<file path="src/rtl/async_sink.sv">
// Clock-domain sink for a 2-phase micropipeline: synchronises req_in, captures tokens into a
// first-word-fall-through FIFO and acknowledges upstream. Define ASYNC_SINK_TOKCNT_EN to add tok_cnt.
module async_sink #(
  parameter int DEPTH = 4
) (
  input  logic       clk,
  input  logic       rst_n,
  input  logic       req_in,
  input  logic [2:0] data_in,
  output logic       ack_out,
  output logic [2:0] data_out,
  output logic       valid_out,
  input  logic       ready_in
`ifdef ASYNC_SINK_TOKCNT_EN
  ,
  output logic [7:0] tok_cnt
`endif
);

  localparam int AW = $clog2(DEPTH);

  typedef enum logic {IDLE, CAPT} state_t;

  logic          req_s1_q, req_s2_q;
  logic          ack_q, ack_d;
  state_t        state_q, state_d;
  logic [AW:0]   wptr_q, wptr_d;
  logic [AW:0]   rptr_q, rptr_d;
  logic [2:0]    mem_q [DEPTH];
  logic [2:0]    mem_d [DEPTH];
  logic          pending, empty, full, do_push, do_pop;

  assign pending = req_s2_q ^ ack_q;
  assign empty   = (wptr_q == rptr_q);
  // Same slot index with opposite wrap bit means the writer has lapped the reader.
  assign full    = (wptr_q[AW-1:0] == rptr_q[AW-1:0]) && (wptr_q[AW] != rptr_q[AW]);
  assign do_push = (state_q == CAPT);
  assign do_pop  = !empty && ready_in;

  assign ack_out   = ack_q;
  assign valid_out = !empty;
  assign data_out  = empty ? 3'b000 : mem_q[rptr_q[AW-1:0]];

  always_comb begin
    state_d = state_q;
    ack_d   = ack_q;
    wptr_d  = wptr_q;
    rptr_d  = rptr_q;
    mem_d   = mem_q;
    if (state_q == CAPT) begin
      mem_d[wptr_q[AW-1:0]] = data_in;
      ack_d                 = ~ack_q;
      wptr_d                = wptr_q + {{AW{1'b0}}, 1'b1};
      state_d               = IDLE;
    end else if (pending && !full) begin
      // Full is judged on current pointers, so a pop on this edge only frees CAPT next edge.
      state_d = CAPT;
    end
    if (do_pop) begin
      rptr_d = rptr_q + {{AW{1'b0}}, 1'b1};
    end
  end

  always_ff @(posedge clk or negedge rst_n) begin
    if (!rst_n) begin
      req_s1_q <= 1'b0;
      req_s2_q <= 1'b0;
      ack_q    <= 1'b0;
      state_q  <= IDLE;
      wptr_q   <= '0;
      rptr_q   <= '0;
      mem_q    <= '{default: '0};
    end else begin
      req_s1_q <= req_in;
      req_s2_q <= req_s1_q;
      ack_q    <= ack_d;
      state_q  <= state_d;
      wptr_q   <= wptr_d;
      rptr_q   <= rptr_d;
      mem_q    <= mem_d;
    end
  end

`ifdef ASYNC_SINK_TOKCNT_EN
  logic [7:0] tok_cnt_q, tok_cnt_d;

  always_comb begin
    tok_cnt_d = tok_cnt_q;
    if (do_push) tok_cnt_d = tok_cnt_q + 8'd1;
  end

  always_ff @(posedge clk or negedge rst_n) begin
    if (!rst_n) tok_cnt_q <= 8'd0;
    else        tok_cnt_q <= tok_cnt_d;
  end

  assign tok_cnt = tok_cnt_q;
`endif

endmodule

</file>
<file path="config.mk">
export PLATFORM = sky130hd
export DESIGN_NAME = async_sink
export DESIGN_NICKNAME = d
export VERILOG_FILES = /design/src/rtl/async_sink.sv
export SDC_FILE = /design/constraint.sdc
export NUM_CORES = 1
export LEC_CHECK = 0
export ABC_AREA = 1
export ABC_CLOCK_PERIOD_IN_PS = 1600
export CAP_MARGIN = 0
export CORE_MARGIN = 1.5
export CORE_UTILIZATION = 30
export CTS_BUF_LIST = sky130_fd_sc_hd__clkbuf_4 sky130_fd_sc_hd__clkbuf_8
export DETAILED_ROUTE_END_ITERATION = 16
export PLACE_DENSITY_LB_ADDON = 0.05
export SYNTH_ARGS = -nofsm -noshare
export SYNTH_HDL_FRONTEND = slang
export SYNTH_SLANG_ARGS = --single-unit
</file>
<file path="constraint.sdc">
create_clock -name clk -period 1.6 [get_ports clk]
set_clock_uncertainty 0.15 [all_clocks]
set_input_delay 0.32 -clock clk [delete_from_list [all_inputs] [get_ports clk]]
set_output_delay 0.32 -clock clk [all_outputs]
set_load 0.005 [all_outputs]
</file>
==> metrics.txt, run 1 <==
Pwr Total 2.913 mW; worst-path maximum fanout 5; layout cells sized above 1 26.14%; status finished, violations left; Pins Over Slew Limit 0; Startpoint Class flop; failing checks setup timing; DP Cell Count 188; Worst Path Arrival 1.37 ns; largest net degree at the start of global routing 23; WHS 0.1995 ns; WL/cell 11.08 um; dpl hpwl 1621 um; Synth top area share 50.34%; number of register bits inferred by synthesis 22; initial antenna violation count 0; Syn. warnings 0; CTS Root Cell clkbuf_4; RSZ-0062 raised after global routing true; total number of vias 863; P per Cell Area 2046 nW/um^2; via/cell ratio 4.337; syn_area_per_cell 8.964 sq um; I/O pin total 12; Critical Path RT 1.13 ns; Core Region 3416 sq um; diodes inserted 0; critical path buffer and inverter count 3; slew margin rel. 78.39%; GR Overflow Total 0; Residual DRC 0; Tot GR Track Use 12.77%; Hold Violations, Final 0; die area 4016 sq um; WS Path Type reg -> out; critical path's slowest cell dfrtp_2; clock buffer depth 2; nature of the critical path endpoint primary output; final cell count without fillers 199; area grow syn2layout 30.21%; Die Span Y 63.38 um; vias in the first global route 869; Syn Nets 134; total detailed-routing wirelength 2204 um; first-pass GRT wire length 3995 um; sequential-to-total area share from yosys stat 50.34%; min cycle time layout 1.835 ns; worst skew pair latency 0.30 ns; IO Port Bufs 11; Mapped Area 1094 sq um; Die X-Extent 63.38 um; Final Cycle Share 114.7%; # nets final 166; Final Wtd Congestion 0.7895; worst path cell trace buf_6 -> nor2_2 -> nor2_1 -> o21ai_1 -> o21ai_1 -> nand2_1 -> inv_1 -> buf_2; Final ANT Viol Nets 0; H-tree depth 1; family with the most delay on the worst path flip-flops; CTS buffer count 3; Netlist cell types 18; Worst Hold Class in -> async; Clock transition at path regs 0.12 ns; Pleak 0.7225 nW; row cnt 21; setup slack after layout -0.2353 ns; crit-path most repeated cell o21ai_1; CTS tree built; Max Clk Rate 0.5449 GHz; CTS sink count 22; setup violators final 4; commonest non-fill, non-tap cell in the layout nand2_1; MaxCap Viol Count 0; highest-count cells in the layout ignoring fill and taps 31 x nand2_1, 20 x dfrtp_1, 17 x o21ai_1; Starting Density 32.01%; Yosys top cell by area dfrtp_1; final core occ 41.69%; CP peak stage delay 0.48 ns; number of DRC markers in iteration 0 18; Synth Instances 122; DR pass1 iterations 5; slew of the pin with the lowest slew margin 0.3234 ns; Area contributors post-synth dfrtp_1 50%, nand2_1 11%, ha_1 5.7%; Max VDD drop 0.0005806 V
synthesized netlist by cell type:
cell,count
nand2_1,32
dfrtp_1,22
o21ai_0,12
inv_1,11
o21ai_1,11
nor2_1,9
ha_1,5
nand2_4,5
xor2_1,4
nand3_1,3
a21oi_1,1
buf_2,1
buf_4,1
buf_6,1
inv_2,1
inv_4,1
nand3_4,1
o21bai_1,1
area by class of cell:
cell class | instances | area, sq um
inverters | 13 | 51.30
fillers | 348 | 1992
well taps | 46 | 57.56
repair buffers | 30 | 250.2
multi-input cells | 84 | 475.5
clock buffers | 4 | 36.28
flip-flops and latches | 22 | 553.0
metal layers:
layer	up-vias	share of wire (%)	wire length [um]	global-route usage [%]
li1	454	-	-	-
met1	393	54	1199	17.95
met2	14	41	896	18.82
met3	2	3.8	83	2.500
met4	0	1.1	24	5.978
met5	-	0	0	0
where the power goes:
group / switching (mW) / internal, mW
clock: 0.167 / 0.139
sequential: 0.227 / 0.819
combinational: 0.772 / 0.789
total: 1.17 / 1.75
final timing paths:
check	end	start	cells past startpoint	slack (ns)
max	data_out[0]	rptr_q[0]$_DFFE_PN0P_	8	-0.24
min	mem_q[1]$_DFFE_PN0P_	rst_n	2	0.20
max reg2reg	rptr_q[2]$_DFFE_PN0P_	rptr_q[0]$_DFFE_PN0P_	6	0.13
min reg2reg	req_s2_q$_DFF_PN0_	req_s1_q$_DFF_PN0_	0	0.21
max in group asynchronous	rptr_q[0]$_DFFE_PN0P_	rst_n	2	0.86
min in group clk	req_s2_q$_DFF_PN0_	req_s1_q$_DFF_PN0_	0	0.21
repair_timing:
item / 4_1_cts / 5_1_grt
gates resized for setup: 30 / 1
pin swaps: 6 / 2
endpoints found under the hold margin: 0 / 0
buffers inserted: 7 / 0
hold buffers: 0 / 0
endpoints found under the setup margin: 5 / 4
metrics by stage:
step	setup TNS (ns)	setup WS (ns)	instance area (sq um)
after floorplan	0	0.2020	1094
after global placement	-1.043	-0.3052	1328
after detailed placement	-1.126	-0.3235	1328
after CTS	-1.045	-0.2675	1420
after global routing	-1.363	-0.3491	1424
final	-0.9089	-0.2353	1424
flip-flops by register name (all words and copies together), names as in the netlist:
| register | count |
|---|---|
| req_s2_q | 1 |
| wptr_q | 3 |
| do_push | 1 |
| req_s1_q | 1 |
| rptr_q | 3 |
| mem_q | 12 |
| ack_out | 1 |
cell families after synthesis:
kind of cell               synth area share, %
xor gates and xnor gates                 3.203
DFF                                      50.34
AOI/OAI and AO/OA                        11.67
buffers and inverters                    6.865
adders and majority gates                5.721
and+or+nand+nor                          22.20
No activity file was read; power rests on OpenSTA's default activity.
==> run 2: changes to the inputs <==
--- a/config.mk
+++ b/config.mk
@@ -6,7 +6,7 @@
 export NUM_CORES = 1
 export LEC_CHECK = 0
 export ABC_AREA = 1
-export ABC_CLOCK_PERIOD_IN_PS = 1600
+export ABC_CLOCK_PERIOD_IN_PS = 2050
 export CAP_MARGIN = 0
 export CORE_MARGIN = 1.5
 export CORE_UTILIZATION = 30
==> constraint.sdc (replaced) <==
create_clock -name clk -period 2.05 [get_ports clk]
set_clock_uncertainty 0.15 [all_clocks]
set_input_delay 0.41 -clock clk [delete_from_list [all_inputs] [get_ports clk]]
set_output_delay 0.41 -clock clk [all_outputs]
set_load 0.005 [all_outputs]
==> run 2 against run 1 <==
Critical path depth is the same. Register-to-register slack gained 0.45 ns. Die area is the same. Combinational power shrank 24%. Via count shrank 4.6%. Critical endpoint unchanged. The flow now finishes without violations. Routed wire length grew 4.6%. Global-route usage grew 0.96 points. Highest routed layer unchanged.
==> metrics.txt, run 2 (synthesis gave the netlist of run 1 again) <==
status complete, no violations; max reg flops 12; dpl hpwl 1579 um; WS Path Type reg -> out; setup TNS 0 ns; Final ANT Viol Nets 0; largest net degree at the start of global routing 23; vias in the first global route 872; Starting Density 32.01%; Worst Hold Class reg -> reg; Hold Violations, Final 0; setup violators final 0; highest-count cells in the layout ignoring fill and taps 31 x nand2_1, 20 x dfrtp_1, 14 x o21ai_1; Clock transition at path regs 0.13 ns; sink of the worst hold path req_s2_q$_DFF_PN0_; nature of the critical path endpoint primary output; row cnt 21; WL/cell 11.83 um; Tot GR Track Use 13.74%; Pwr Total 2.265 mW; Final Wtd Congestion 0.7369; Top reg by flops mem_q; number of DRC markers in iteration 0 22; worst r2r dst rptr_q[2]$_DFFE_PN0P_; Critical Path RT 1.49 ns; Die X-Extent 63.38 um; Startpoint Class flop; Die Span Y 63.38 um; layout cells sized above 1 26.85%; slew margin rel. 78.77%; clock buffer depth 2; first-pass GRT wire length 4271 um; MaxCap Viol Count 0; Reg area 553.0 sq um; P per Cell Area 1614 nW/um^2; Residual DRC 0; # nets final 162; Core Region 3416 sq um; CTS sink count 22; Max VDD drop 0.0005359 V; Final Cycle Share 95.53%; DR pass1 iterations 4; commonest non-fill, non-tap cell in the layout nand2_1; initial antenna violation count 0; RSZ-0062 raised after global routing true; Hold Startpoint req_s1_q$_DFF_PN0_; diodes inserted 0; DP Cell Count 179; slew of the pin with the lowest slew margin 0.3184 ns; final cell count without fillers 195; via/cell ratio 4.221; Max Clk Rate 0.5106 GHz; area taken by multi-input logic gates 485.5 sq um; # fillers 364; H-tree depth 1; r2r setup slk 0.58 ns; I/O pin total 12; GR Overflow Total 0; die area 4016 sq um; CTS tree built; CTS Root Cell clkbuf_4; r2r worst-path depth 6; WHS 0.2145 ns; IO Port Bufs 11; worst-path maximum fanout 5; min cycle time layout 1.958 ns; total number of vias 823; worst skew pair latency 0.31 ns; CTS buffer count 3; total detailed-routing wirelength 2306 um; FF-to-FF Start rptr_q[0]$_DFFE_PN0P_; Pins Over Slew Limit 0; Pleak 0.7046 nW; Regs by FF count mem_q x12, rptr_q x3, wptr_q x3; Worst Path Arrival 1.40 ns; Post-CTS Hold Buffers 0; area grow syn2layout 28.38%; hold-critical path depth 0
-- run 2: cell type report --
cell class	count	area share [%]
sequential	22	39.39
multi-input combinational	84	34.58
timing repair buffer	26	15.69
tap	46	4.100
inverter	13	3.654
clock buffer	4	2.585
-- run 2: worst max-delay path by stage --
stage | from | to | slack [ns] | cells past startpoint
floorplan | rptr_q[0]$_DFFE_PN0P_ | data_out[0] | 0.56 | 7
global route | rptr_q[0]$_DFFE_PN0P_ | data_out[0] | -0.03 | 8
finish | rptr_q[0]$_DFFE_PN0P_ | data_out[0] | 0.09 | 8
CTS | rptr_q[0]$_DFFE_PN0P_ | data_out[2] | -0.06 | 7
detailed placement | rptr_q[0]$_DFFE_PN0P_ | data_out[2] | 0.003 | 7
global placement | rptr_q[0]$_DFFE_PN0P_ | data_out[2] | 0.05 | 7
-- run 2: report_power, final --
part           switching [mW]  leakage, nW  internal [mW]
Combinational           0.600        0.419          0.581
Sequential              0.198        0.265          0.639
Clock                   0.139       0.0210          0.108
-- run 2: routing by layer --
| layer | wire length, um | GRT usage, % | share of wire (%) |
|---|---|---|---|
| met5 | 0 | 0 | 0 |
| met3 | 63 | 2.857 | 2.7 |
| met1 | 1206 | 18.54 | 52 |
| met4 | 17 | 4.891 | 0.74 |
| met2 | 1018 | 21.71 | 44 |
-- run 2: worst max-delay path: stages, from the launching register on --
cell	delay, ns
dfrtp_2	0.49
buf_6	0.14
nor2_2	0.07
nor2_1	0.04
o21ai_1	0.06
o21ai_1	0.08
nand2_1	0.06
inv_1	0.04
buf_2	0.11
-- run 2: per-stage QoR --
step	worst slack, ns	instance area (sq um)	utilization (%)
after floorplan	0.5620	1094	-
after global placement	0.05015	1260	36.89
after detailed placement	0.003495	1260	36.89
after CTS	-0.06313	1396	40.88
after global routing	-0.03150	1404	41.10
final	0.09155	1404	41.10
-- run 2: repair_timing --
action                                  4_1_cts  5_1_grt
gates resized for setup                      24       11
cloned                                        0        0
setup buffers                                12        1
endpoints found under the setup margin        4        4
pin swaps                                     5        7
==> run 3: changes to the inputs <==
--- a/config.mk
+++ b/config.mk
@@ -13,6 +13,7 @@
 export CTS_BUF_LIST = sky130_fd_sc_hd__clkbuf_4 sky130_fd_sc_hd__clkbuf_8
 export DETAILED_ROUTE_END_ITERATION = 16
 export PLACE_DENSITY_LB_ADDON = 0.05
+export SLEW_MARGIN = 20
 export SYNTH_ARGS = -nofsm -noshare
 export SYNTH_HDL_FRONTEND = slang
 export SYNTH_SLANG_ARGS = --single-unit
==> results of run 3 <==
The final DEF is identical to that of run 2; final timing and power are the same.
